`config.mk`:
```
export PLATFORM = sky130hd
export DESIGN_NAME = score_display
export DESIGN_NICKNAME = d
export VERILOG_FILES = /design/src/rtl/score_display.sv
export SDC_FILE = /design/constraint.sdc
export NUM_CORES = 1
export LEC_CHECK = 0
export ABC_AREA = 1
export CAP_MARGIN = 10
export CELL_PAD_IN_SITES_DETAIL_PLACEMENT = 0
export CELL_PAD_IN_SITES_GLOBAL_PLACEMENT = 2
export CORE_UTILIZATION = 27
export DETAILED_ROUTE_END_ITERATION = 10
export PLACE_DENSITY = 0.81
export SETUP_SLACK_MARGIN = 0.1
export SYNTH_ARGS = -nofsm -noshare
export SYNTH_HDL_FRONTEND = slang
export SYNTH_SLANG_ARGS = --single-unit
```
`constraint.sdc`:
```
create_clock -name clk -period 1.5 [get_ports clk]
set_input_delay 0.15 -clock clk [delete_from_list [all_inputs] [get_ports clk]]
set_output_delay 0.15 -clock clk [all_outputs]
set_load 0.005 [all_outputs]
```
`src/rtl/score_display.sv`:
```
// BCD score counter with a time-multiplexed 7-segment scan driver.
// Optional build macro: SCORE_LZ_BLANK_EN (blank leading-zero digits).
module score_display #(
  parameter int unsigned DIGITS   = 4,
  parameter int unsigned SCAN_DIV = 10000,
  parameter int unsigned SATURATE = 0
) (
  input  logic                  clk,
  input  logic                  rst,
  input  logic                  inc,
  input  logic                  clr,
  output logic [4*DIGITS-1:0]   score,
  output logic                  at_max,
  output logic [DIGITS-1:0]     select,
  output logic [6:0]            seg
);

  localparam int unsigned DIV_W = (SCAN_DIV > 1) ? $clog2(SCAN_DIV) : 1;
  localparam int unsigned IDX_W = (DIGITS > 1) ? $clog2(DIGITS) : 1;
  localparam bit          SAT   = (SATURATE != 0);

  logic                   inc_q;
  logic                   inc_pulse;
  logic [DIGITS-1:0][3:0] digits;
  logic [DIGITS-1:0][3:0] digits_inc;
  logic [DIV_W-1:0]       div;
  logic [IDX_W-1:0]       idx;
  logic                   tick;
  logic                   blank;

  function automatic logic [6:0] decode(input logic [3:0] d);
    case (d)
      4'd0:    decode = 7'h40;
      4'd1:    decode = 7'h79;
      4'd2:    decode = 7'h24;
      4'd3:    decode = 7'h30;
      4'd4:    decode = 7'h19;
      4'd5:    decode = 7'h12;
      4'd6:    decode = 7'h02;
      4'd7:    decode = 7'h78;
      4'd8:    decode = 7'h00;
      4'd9:    decode = 7'h10;
      default: decode = 7'h7F;
    endcase
  endfunction

  assign digits    = score;
  assign inc_pulse = inc & ~inc_q;
  assign tick      = (div == DIV_W'(SCAN_DIV - 1));

  // Ripple BCD +1; the final carry is set only when every digit is 9.
  always_comb begin
    logic carry;
    carry      = 1'b1;
    digits_inc = digits;
    for (int k = 0; k < int'(DIGITS); k++) begin
      if (carry) begin
        digits_inc[k] = (digits[k] == 4'd9) ? 4'd0 : 4'(digits[k] + 4'd1);
      end
      carry = carry & (digits[k] == 4'd9);
    end
    at_max = carry;
  end

`ifdef SCORE_LZ_BLANK_EN
  logic [DIGITS-1:0] lz;

  // A digit is a leading zero when it and every higher digit are zero.
  always_comb begin
    logic higher_zero;
    higher_zero = 1'b1;
    lz          = '0;
    for (int k = int'(DIGITS) - 1; k >= 0; k--) begin
      higher_zero = higher_zero & (digits[k] == 4'd0);
      lz[k]       = higher_zero & (k != 0);
    end
  end

  assign blank = lz[idx];
`else
  assign blank = 1'b0;
`endif

  // Edge register and score update; clr beats a same-cycle increment.
  always_ff @(posedge clk) begin
    if (rst) begin
      inc_q <= 1'b0;
      score <= '0;
    end else begin
      inc_q <= inc;
      if (clr) begin
        score <= '0;
      end else if (inc_pulse && !(SAT && at_max)) begin
        score <= digits_inc;
      end
    end
  end

  // Scan divider, digit index and registered display outputs.
  always_ff @(posedge clk) begin
    if (rst) begin
      div    <= '0;
      idx    <= '0;
      select <= '1;
      seg    <= 7'h7F;
    end else begin
      div <= tick ? '0 : DIV_W'(div + DIV_W'(1));
      if (tick) begin
        idx    <= (idx == IDX_W'(DIGITS - 1)) ? '0 : IDX_W'(idx + IDX_W'(1));
        select <= ~(DIGITS'(1) << idx);
        seg    <= blank ? 7'h7F : decode(digits[idx]);
      end
    end
  end

endmodule

```
==> impl_results.md, run 1 <==
- Outcome: completed
- Combinational group share of total power: 6.3%
- Sequential group share of total power: 51.1%
- TritonCTS Buffers: 5
- # Max-Cap Violations: 0
- Synthesis-stage register bit count: 44
- DR WL/cell: 11.80 um
- Proportion of power drawn by the clock network: 42.6%
- CP required: 1.35 ns
- Slew at the pin closest to its max-slew limit: 0.3031 ns
- Design Area, Final: 3910 um^2
- Clk sinks: 44
- Ordered list of cells on the worst path: inv_2, nand2_2, nor2_4, inv_2, nor4_2, buf_2
- # diodes: 0
- Syn Std Cell Area: 2434 um^2
- Reg-to-reg slack, setup: 0.02 ns
- Depth of the worst register-to-register path: 11
- Max Slew Vio Count: 0
- Die area: 9397 um^2
- Crit path DAT: 1.33 ns
- Final Util: 44.84%
- Share of the synthesized area in the top cell type: 36.20%
- H-tree depth: 2
- GRT Util Overall: 14.59%
- Final TNS setup: 0 ns
- Cell mode on critical path: inv_2
- Min Clock Period, post-route: 1.484 ns
- Register area: 908.4 um^2
- Period utilisation layout: 98.93%
- Residual DRC: 0
- Synth area leaders: dfxtp_1 36%, nand2_1 12%, nand3_1 7.4%
- Hold Crit Start: inc
- Bufs and invs on worst path: 3
- Area of the multi-input gates: 1653 um^2
- Maximum achievable frequency: 0.6738 GHz
- FILL cells: 889
- Routed vias: 2509
- Startpoint class of the critical path: flip-flop
- Layout Skew: 0.01076 ns
- Post-place instance area: 3332 um^2
- Port Buffers: 31
- Slew HR: 79.64%
- Hold Crit Class: in -> reg
- CP max stage delay: 0.33 ns
- Final nets: 478
- Pin count of the biggest net entering global routing: 15
- Critical path depth in cells: 6
- Initial core utilization: 27.91%
- Final HPWL DP: 4.888 mm
- Core area: 8721 um^2
- DIE WIDTH: 96.94 um
- P_leak: 0.001699 uW
- Worst R2R End: seg[6]$_SDFFE_PP1N_
- IR drop worst, VDD: 0.0002965 V
- CTS tree: done
- Sequential fraction of the synthesis area: 36.20%
- First-pass GRT wire length: 11.16 mm
- Area leader, netlist: dfxtp_1
- Crit end category: output port
- Row cnt: 34
- Synthesized instance count: 353
- Clock-pin slew on the worst setup and hold paths: 0.08 ns
- Worst path top cell family by delay: simple AND/OR/NAND/NOR gates
- Hold_buf cts: 0
- Post-DRT Antenna Nets: 0
- Slowest cell on crit path: dfxtp_2
- PD cells: 592.1 nW/um^2
- GPL Wtd Cong: 0.8549
- # IOs: 32
- RSZ-0062 raised after global routing: yes
- Endpoints failing hold: 0
- Critical path launch point: score[6]$_SDFFE_PP0P_
- Crit path capture: at_max
- Switching Share: 22.54%
- Psw: 521.8 uW
- Yosys warnings: 0
- Total detailed-routing wirelength: 6.763 mm
- Critical path class: reg -> out
- Worst r2r src: score[12]$_SDFFE_PP0P_
- Clk buf depth: 2
- Die Y: 96.94 um
- Grt ovf: 0
- Root Buffer: clkbuf_8
- Final Setup Violations: 0
- Syn Nets: 367
- Internal power: 1793 uW
- Yosys cell types: 31
- DR iter-0 viols: 52
- Share of cells above drive strength 1: 43.66%
- Avg Cell Area, Syn: 6.894 um^2
- Syn-to-layout area delta: 60.67%
- Clock latency at the later pin of the worst-skew pair: 0.30 ns
- Vias in the first global route: 2432
- Initial antenna violation count: 0
- Pre-antenna DRT Iters: 4
- Worst-path fanout max: 2
- Via/cell ratio: 4.379
sequential cells by signal (all words and copies together), names as in the netlist:
signal  flops
select      4
idx         2
inc_q       1
seg         7
div        14
score      16
cell families after synthesis:
logic type	after synthesis	share of synthesized area, %
and+or+nand+nor	201	38.87
buffers and inverters	51	8.997
DFF	44	36.20
AOI/OAI and AO/OA	41	8.637
adders and majority gates	10	5.141
xor gates and xnor gates	6	2.159
tightest hold or removal path, stage by stage:
cell and delay [ns]:
clkdlybuf4s50_1 0.43, inv_1 0.06, nor2_1 0.03
Yosys cell counts:
| cell | instances |
|---|---|
| inv_2 | 7 |
| nor2_2 | 3 |
| nor3_1 | 6 |
| ha_1 | 10 |
| nand2_4 | 1 |
| nand2_2 | 6 |
| buf_6 | 3 |
| nor2_1 | 45 |
| o21ai_1 | 1 |
| or2_0 | 1 |
| o21bai_1 | 2 |
| nor3_4 | 1 |
| nand3_1 | 36 |
| nand3b_1 | 2 |
| inv_1 | 39 |
| nand3_2 | 2 |
| nor2_4 | 2 |
| nor4_1 | 2 |
| xnor2_1 | 1 |
| nor3_2 | 3 |
| a21oi_1 | 22 |
| dfxtp_1 | 44 |
| nor3b_1 | 2 |
| nand4_1 | 5 |
| o21ai_0 | 16 |
| or2_1 | 2 |
| nand2_1 | 78 |
| buf_4 | 1 |
| or2_2 | 4 |
| xor2_1 | 5 |
| buf_2 | 1 |
placed cells by master (no fill, tap or decap), drive strengths merged:
master / synthesis / final
nand4: 5 / 5
clkdlybuf4s50: 0 / 14
dfxtp: 44 / 44
xnor2: 1 / 1
clkinv: 0 / 1
nand3: 38 / 38
buf: 5 / 79
o21bai: 2 / 2
nand2: 85 / 85
bufinv: 0 / 1
or2: 7 / 7
nor3: 10 / 10
dlymetal6s2s: 0 / 1
a21oi: 22 / 22
dlygate4sd2: 0 / 15
nor2: 50 / 50
clkbuf: 0 / 6
xor2: 5 / 5
o21ai: 17 / 17
ha: 10 / 10
nor3b: 2 / 2
inv: 46 / 46
nor4: 2 / 2
nand3b: 2 / 2
routing by layer:
| layer | global-route usage (%) | wire length, um |
|---|---|---|
| met1 | 19.19 | 3345 |
| met2 | 23.84 | 3131 |
| met3 | 3.035 | 209 |
| met4 | 4.592 | 76 |
| met5 | 0 | 0 |
final cells by class:
cell class / count / share of cell area (%)
Clock inverter: 2 / 0.9920
Tap cell: 108 / 3.456
Timing Repair Buffer: 109 / 23.14
Clock buffer: 6 / 2.112
Inverter: 46 / 4.800
Multi-Input combinational cell: 258 / 42.27
Sequential cell: 44 / 23.23
power by group through the flow:
stage | registers, uW | clock network, uW | logic, uW
after floorplan | 1210 | 0 | 57.7
after global placement | 1210 | 0 | 118
after detailed placement | 1210 | 0 | 118
after CTS | 1180 | 1020 | 131
after global routing | 1190 | 1090 | 162
final | 1180 | 987 | 145
through the flow:
| stage | std cells | hold WS (ns) | setup slack (ns) | power, uW |
|---|---|---|---|---|
| 2_1_floorplan | 353 | 0.2570 | -0.01940 | 1268 |
| 3_5_place_dp | 552 | 0.4638 | -0.1191 | 1327 |
| 3_3_place_gp | 552 | 0.4546 | -0.1209 | 1326 |
| 6_report | 573 | 0.4121 | 0.01599 | 2315 |
| 5_1_grt | 573 | 0.4163 | -0.08925 | 2435 |
| 4_1_cts | 566 | 0.4076 | 0.003949 | 2337 |
worst min-delay path by stage:
stage                                  endpoint  slack [ns]  cells past startpoint
after global routing           inc_q$_SDFF_PP0_        0.42                      3
after floorplan                inc_q$_SDFF_PP0_        0.26                      2
final                          inc_q$_SDFF_PP0_        0.41                      3
after CTS                      inc_q$_SDFF_PP0_        0.41                      3
after global placement    score[8]$_SDFFE_PP0P_        0.45                      2
after detailed placement  score[8]$_SDFFE_PP0P_        0.46                      2
timing repair:
action,in CTS,in global routing
gates cloned,0,0
buffers inserted,6,7
pin swaps,10,28
resized for setup,54,89
endpoints found under the setup margin,42,30
Power figures use the tool's default switching activity.
==> run 2: changes to the inputs <==
--- a/config.mk
+++ b/config.mk
@@ -10,9 +10,11 @@
 export CELL_PAD_IN_SITES_DETAIL_PLACEMENT = 0
 export CELL_PAD_IN_SITES_GLOBAL_PLACEMENT = 2
 export CORE_UTILIZATION = 27
+export CTS_CLUSTER_SIZE = 25
 export DETAILED_ROUTE_END_ITERATION = 10
 export PLACE_DENSITY = 0.81
 export SETUP_SLACK_MARGIN = 0.1
+export SKIP_CTS_REPAIR_TIMING = 1
 export SYNTH_ARGS = -nofsm -noshare
 export SYNTH_HDL_FRONTEND = slang
 export SYNTH_SLANG_ARGS = --single-unit
==> run 2 against run 1 <==
  * Die area is the same
  * Register-to-register slack is essentially flat
  * Total power shrank 0.23%
  * Clock power is essentially flat
  * Combinational power shrank 5%
  * Maximum frequency shrank 0.20%
  * Largest cell class unchanged
  * Clock-buffer cell count is the same
  * Routed wire length shrank 1.2%
  * Global-route usage shrank 0.44 points
  * Highest routed layer unchanged
  * First-iteration DRC count shrank 17%
==> impl_results.md, run 2 (synthesis gave the netlist of run 1 again) <==
- Initial antenna violation count: 0 (unchanged)
- Startpoint class of the critical path: flip-flop
- Share of cells above drive strength 1: 38.70% (-5.0 points)
- Initial core utilization: 27.91% (unchanged)
- Hold Crit Class: in -> reg
- Clk buf depth: 2 (unchanged)
- Hold Crit Start: inc
- Worst-path fanout max: 2 (unchanged)
- Hold Path Sink: inc_q$_SDFF_PP0_
- Switching Share: 22.48% (-0.058 points)
- Pin count of the biggest net entering global routing: 18 (+3)
- DR iter-0 viols: 43 (-17%)
- Via/cell ratio: 4.412 (+0.76%)
- Slew at the pin closest to its max-slew limit: 0.2893 ns (-0.01384 ns)
- Grt ovf: 0 (unchanged)
- Maximum achievable frequency: 0.6725 GHz (-0.20%)
- CP required: 1.35 ns (about the same)
- Max Slew Vio Count: 0 (unchanged)
- Clock latency at the later pin of the worst-skew pair: 0.30 ns (about the same)
- Worst r2r src: idx[0]$_SDFFE_PP0N_
- Reg-to-reg slack, setup: 0.03 ns (about the same)
- Residual DRC: 0 (unchanged)
- DR WL/cell: 11.76 um (-0.33%)
- Cell mode on critical path: inv_2
- P_leak: 0.001881 uW (+11%)
- Slew HR: 80.57% (+0.93 points)
- TritonCTS Buffers: 5 (unchanged)
- CP max stage delay: 0.34 ns (about the same)
- Combinational group share of total power: 6.0% (-0.3 points)
- Final HPWL DP: 4.888 mm (unchanged)
- Sequential group share of total power: 51.3% (+0.2 points)
- Layout Skew: 0.009184 ns (-0.001580 ns)
- Final std cells w/o fill: 568 (-0.87%)
- Row cnt: 34 (unchanged)
- Core area: 8721 um^2 (unchanged)
- FILL cells: 893 (+0.45%)
- Vias in the first global route: 2371 (-2.5%)
- Endpoints failing hold: 0 (unchanged)
- H-tree depth: 2 (unchanged)
- First-pass GRT wire length: 10.78 mm (-3.3%)
- Critical path class: reg -> out
- Largest registers: score: 16 flops, div: 14 flops, seg: 7 flops
- IR drop worst, VDD: 0.0002949 V (-0.53%)
- Period utilisation layout: 99.14% (+0.20 points)
- Most common cell after layout, fill and taps aside: buf_4
- Root Buffer: clkbuf_8
- Crit path DAT: 1.34 ns (about the same)
- Final nets: 473 (-1.0%)
- Psw: 519.2 uW (-0.49%)
- Total detailed-routing wirelength: 6.682 mm (-1.2%)
- Min Clock Period, post-route: 1.487 ns (+0.003032 ns)
- Post-DRT Antenna Nets: 0 (unchanged)
- Ordered list of cells on the worst path: inv_2, nand2_2, nor2_4, inv_2, nor4_2, buf_2
- Setup WS pre-CTS: -0.1191 ns (unchanged)
- Max reg flops: 16 (unchanged)
- Die area: 9397 um^2 (unchanged)
- Depth of the worst register-to-register path: 11 (unchanged)
- Outcome: completed
- Proportion of power drawn by the clock network: 42.8% (+0.2 points)
- Crit path setup slack, layout: 0.01296 ns (-0.003032 ns)
- Slowest cell on crit path: dfxtp_2
- Syn-to-layout area delta: 57.33%
- # diodes: 0 (unchanged)
- Port Buffers: 31 (unchanged)
- Area of the multi-input gates: 1554 um^2 (-6.0%)
- Final Setup Violations: 0 (unchanged)
- Worst R2R End: seg[5]$_SDFFE_PP1N_
- Routed vias: 2506 (-0.12%)
- Hold depth: 3 (unchanged)
- Internal power: 1790 uW (-0.16%)
- Pre-antenna DRT Iters: 4 (unchanged)
- GPL Wtd Cong: 0.8549 (unchanged)
- # IOs: 32 (unchanged)
- Cell count after placement: 552 (unchanged)
- # Max-Cap Violations: 0 (unchanged)
- RSZ-0062 raised after global routing: yes
- Crit end category: output port
- Die Y: 96.94 um (unchanged)
- Clock-pin slew on the worst setup and hold paths: 0.09 ns (about the same)
- GRT Util Overall: 14.15% (-0.44 points)
- Clk sinks: 44 (unchanged)
- Most frequent cells in the layout: 65 x buf_4, 59 x nand2_1, 37 x nor2_1, 33 x inv_1, 29 x nand3_1
- CTS tree: done
- Register area: 912.1 um^2 (+0.41%)
- Biggest register: score
- PD cells: 603.2 nW/um^2 (+1.9%)
- DIE WIDTH: 96.94 um (unchanged)
## run 2: through the flow
stage	utilization, %	total power [uW]	cell area (um^2)	hold WS, ns	setup TNS, ns
4_1_cts	39.60	2324	3453	0.4076	-1.879
3_3_place_gp	38.21	1326	3332	0.4546	-0.8482
2_1_floorplan	-	1268	2449	0.2570	-0.03115
6_report	43.90	2310	3829	0.4115	0
3_5_place_dp	38.21	1327	3332	0.4638	-1.070
5_1_grt	43.90	2427	3829	0.4151	-0.5228
## run 2: worst max path at each step
stage,start,end,slack (ns),cells past startpoint
detailed placement,score[12]$_SDFFE_PP0P_,at_max,-0.12,5
global route,idx[0]$_SDFFE_PP0N_,seg[5]$_SDFFE_PP1N_,-0.09,11
floorplan,idx[0]$_SDFFE_PP0N_,seg[5]$_SDFFE_PP1N_,-0.02,13
global placement,score[12]$_SDFFE_PP0P_,at_max,-0.12,5
finish,score[5]$_SDFFE_PP0P_,at_max,0.01,6
CTS,score[12]$_SDFFE_PP0P_,at_max,-0.48,5
## run 2: power groups by stage
stage | combinational [uW] | sequential, uW | clock (uW)
2_1_floorplan | 57.7 | 1210 | 0
3_3_place_gp | 118 | 1210 | 0
3_5_place_dp | 118 | 1210 | 0
4_1_cts | 119 | 1180 | 1020
5_1_grt | 153 | 1190 | 1090
6_report | 138 | 1180 | 988
## run 2: cell type report
class,count,area share (%)
clock inverters,2,1.013
multi-input cells,258,40.59
repair buffers,104,24.12
clock buffers,6,2.157
well taps,108,3.529
flip-flops and latches,44,23.82
inverters,46,4.771
## run 2: metal layers
layer  vias up  GRT usage [%]  part of all wire [%]
met4         0          3.789                  0.82
met2        30          23.13                    47
met3         5          2.962                   3.2
met1      1128          18.83                    49
li1       1343              -                     -
met5         -              0                     0
## run 2: worst max-delay path, delay by kind of cell, from the launching register on
kind          cells  cell delay (ns)
buf+inv           3             0.26
flops             1             0.34
simple gates      3             0.44
==> run 3: changes to the inputs <==
--- a/config.mk
+++ b/config.mk
@@ -6,6 +6,7 @@
 export NUM_CORES = 1
 export LEC_CHECK = 0
 export ABC_AREA = 1
+export ABC_CLOCK_PERIOD_IN_PS = 1500
 export CAP_MARGIN = 10
 export CELL_PAD_IN_SITES_DETAIL_PLACEMENT = 0
 export CELL_PAD_IN_SITES_GLOBAL_PLACEMENT = 2
==> results of run 3 <==
Same layout as run 2: the final DEF is identical, and so are final timing and power.
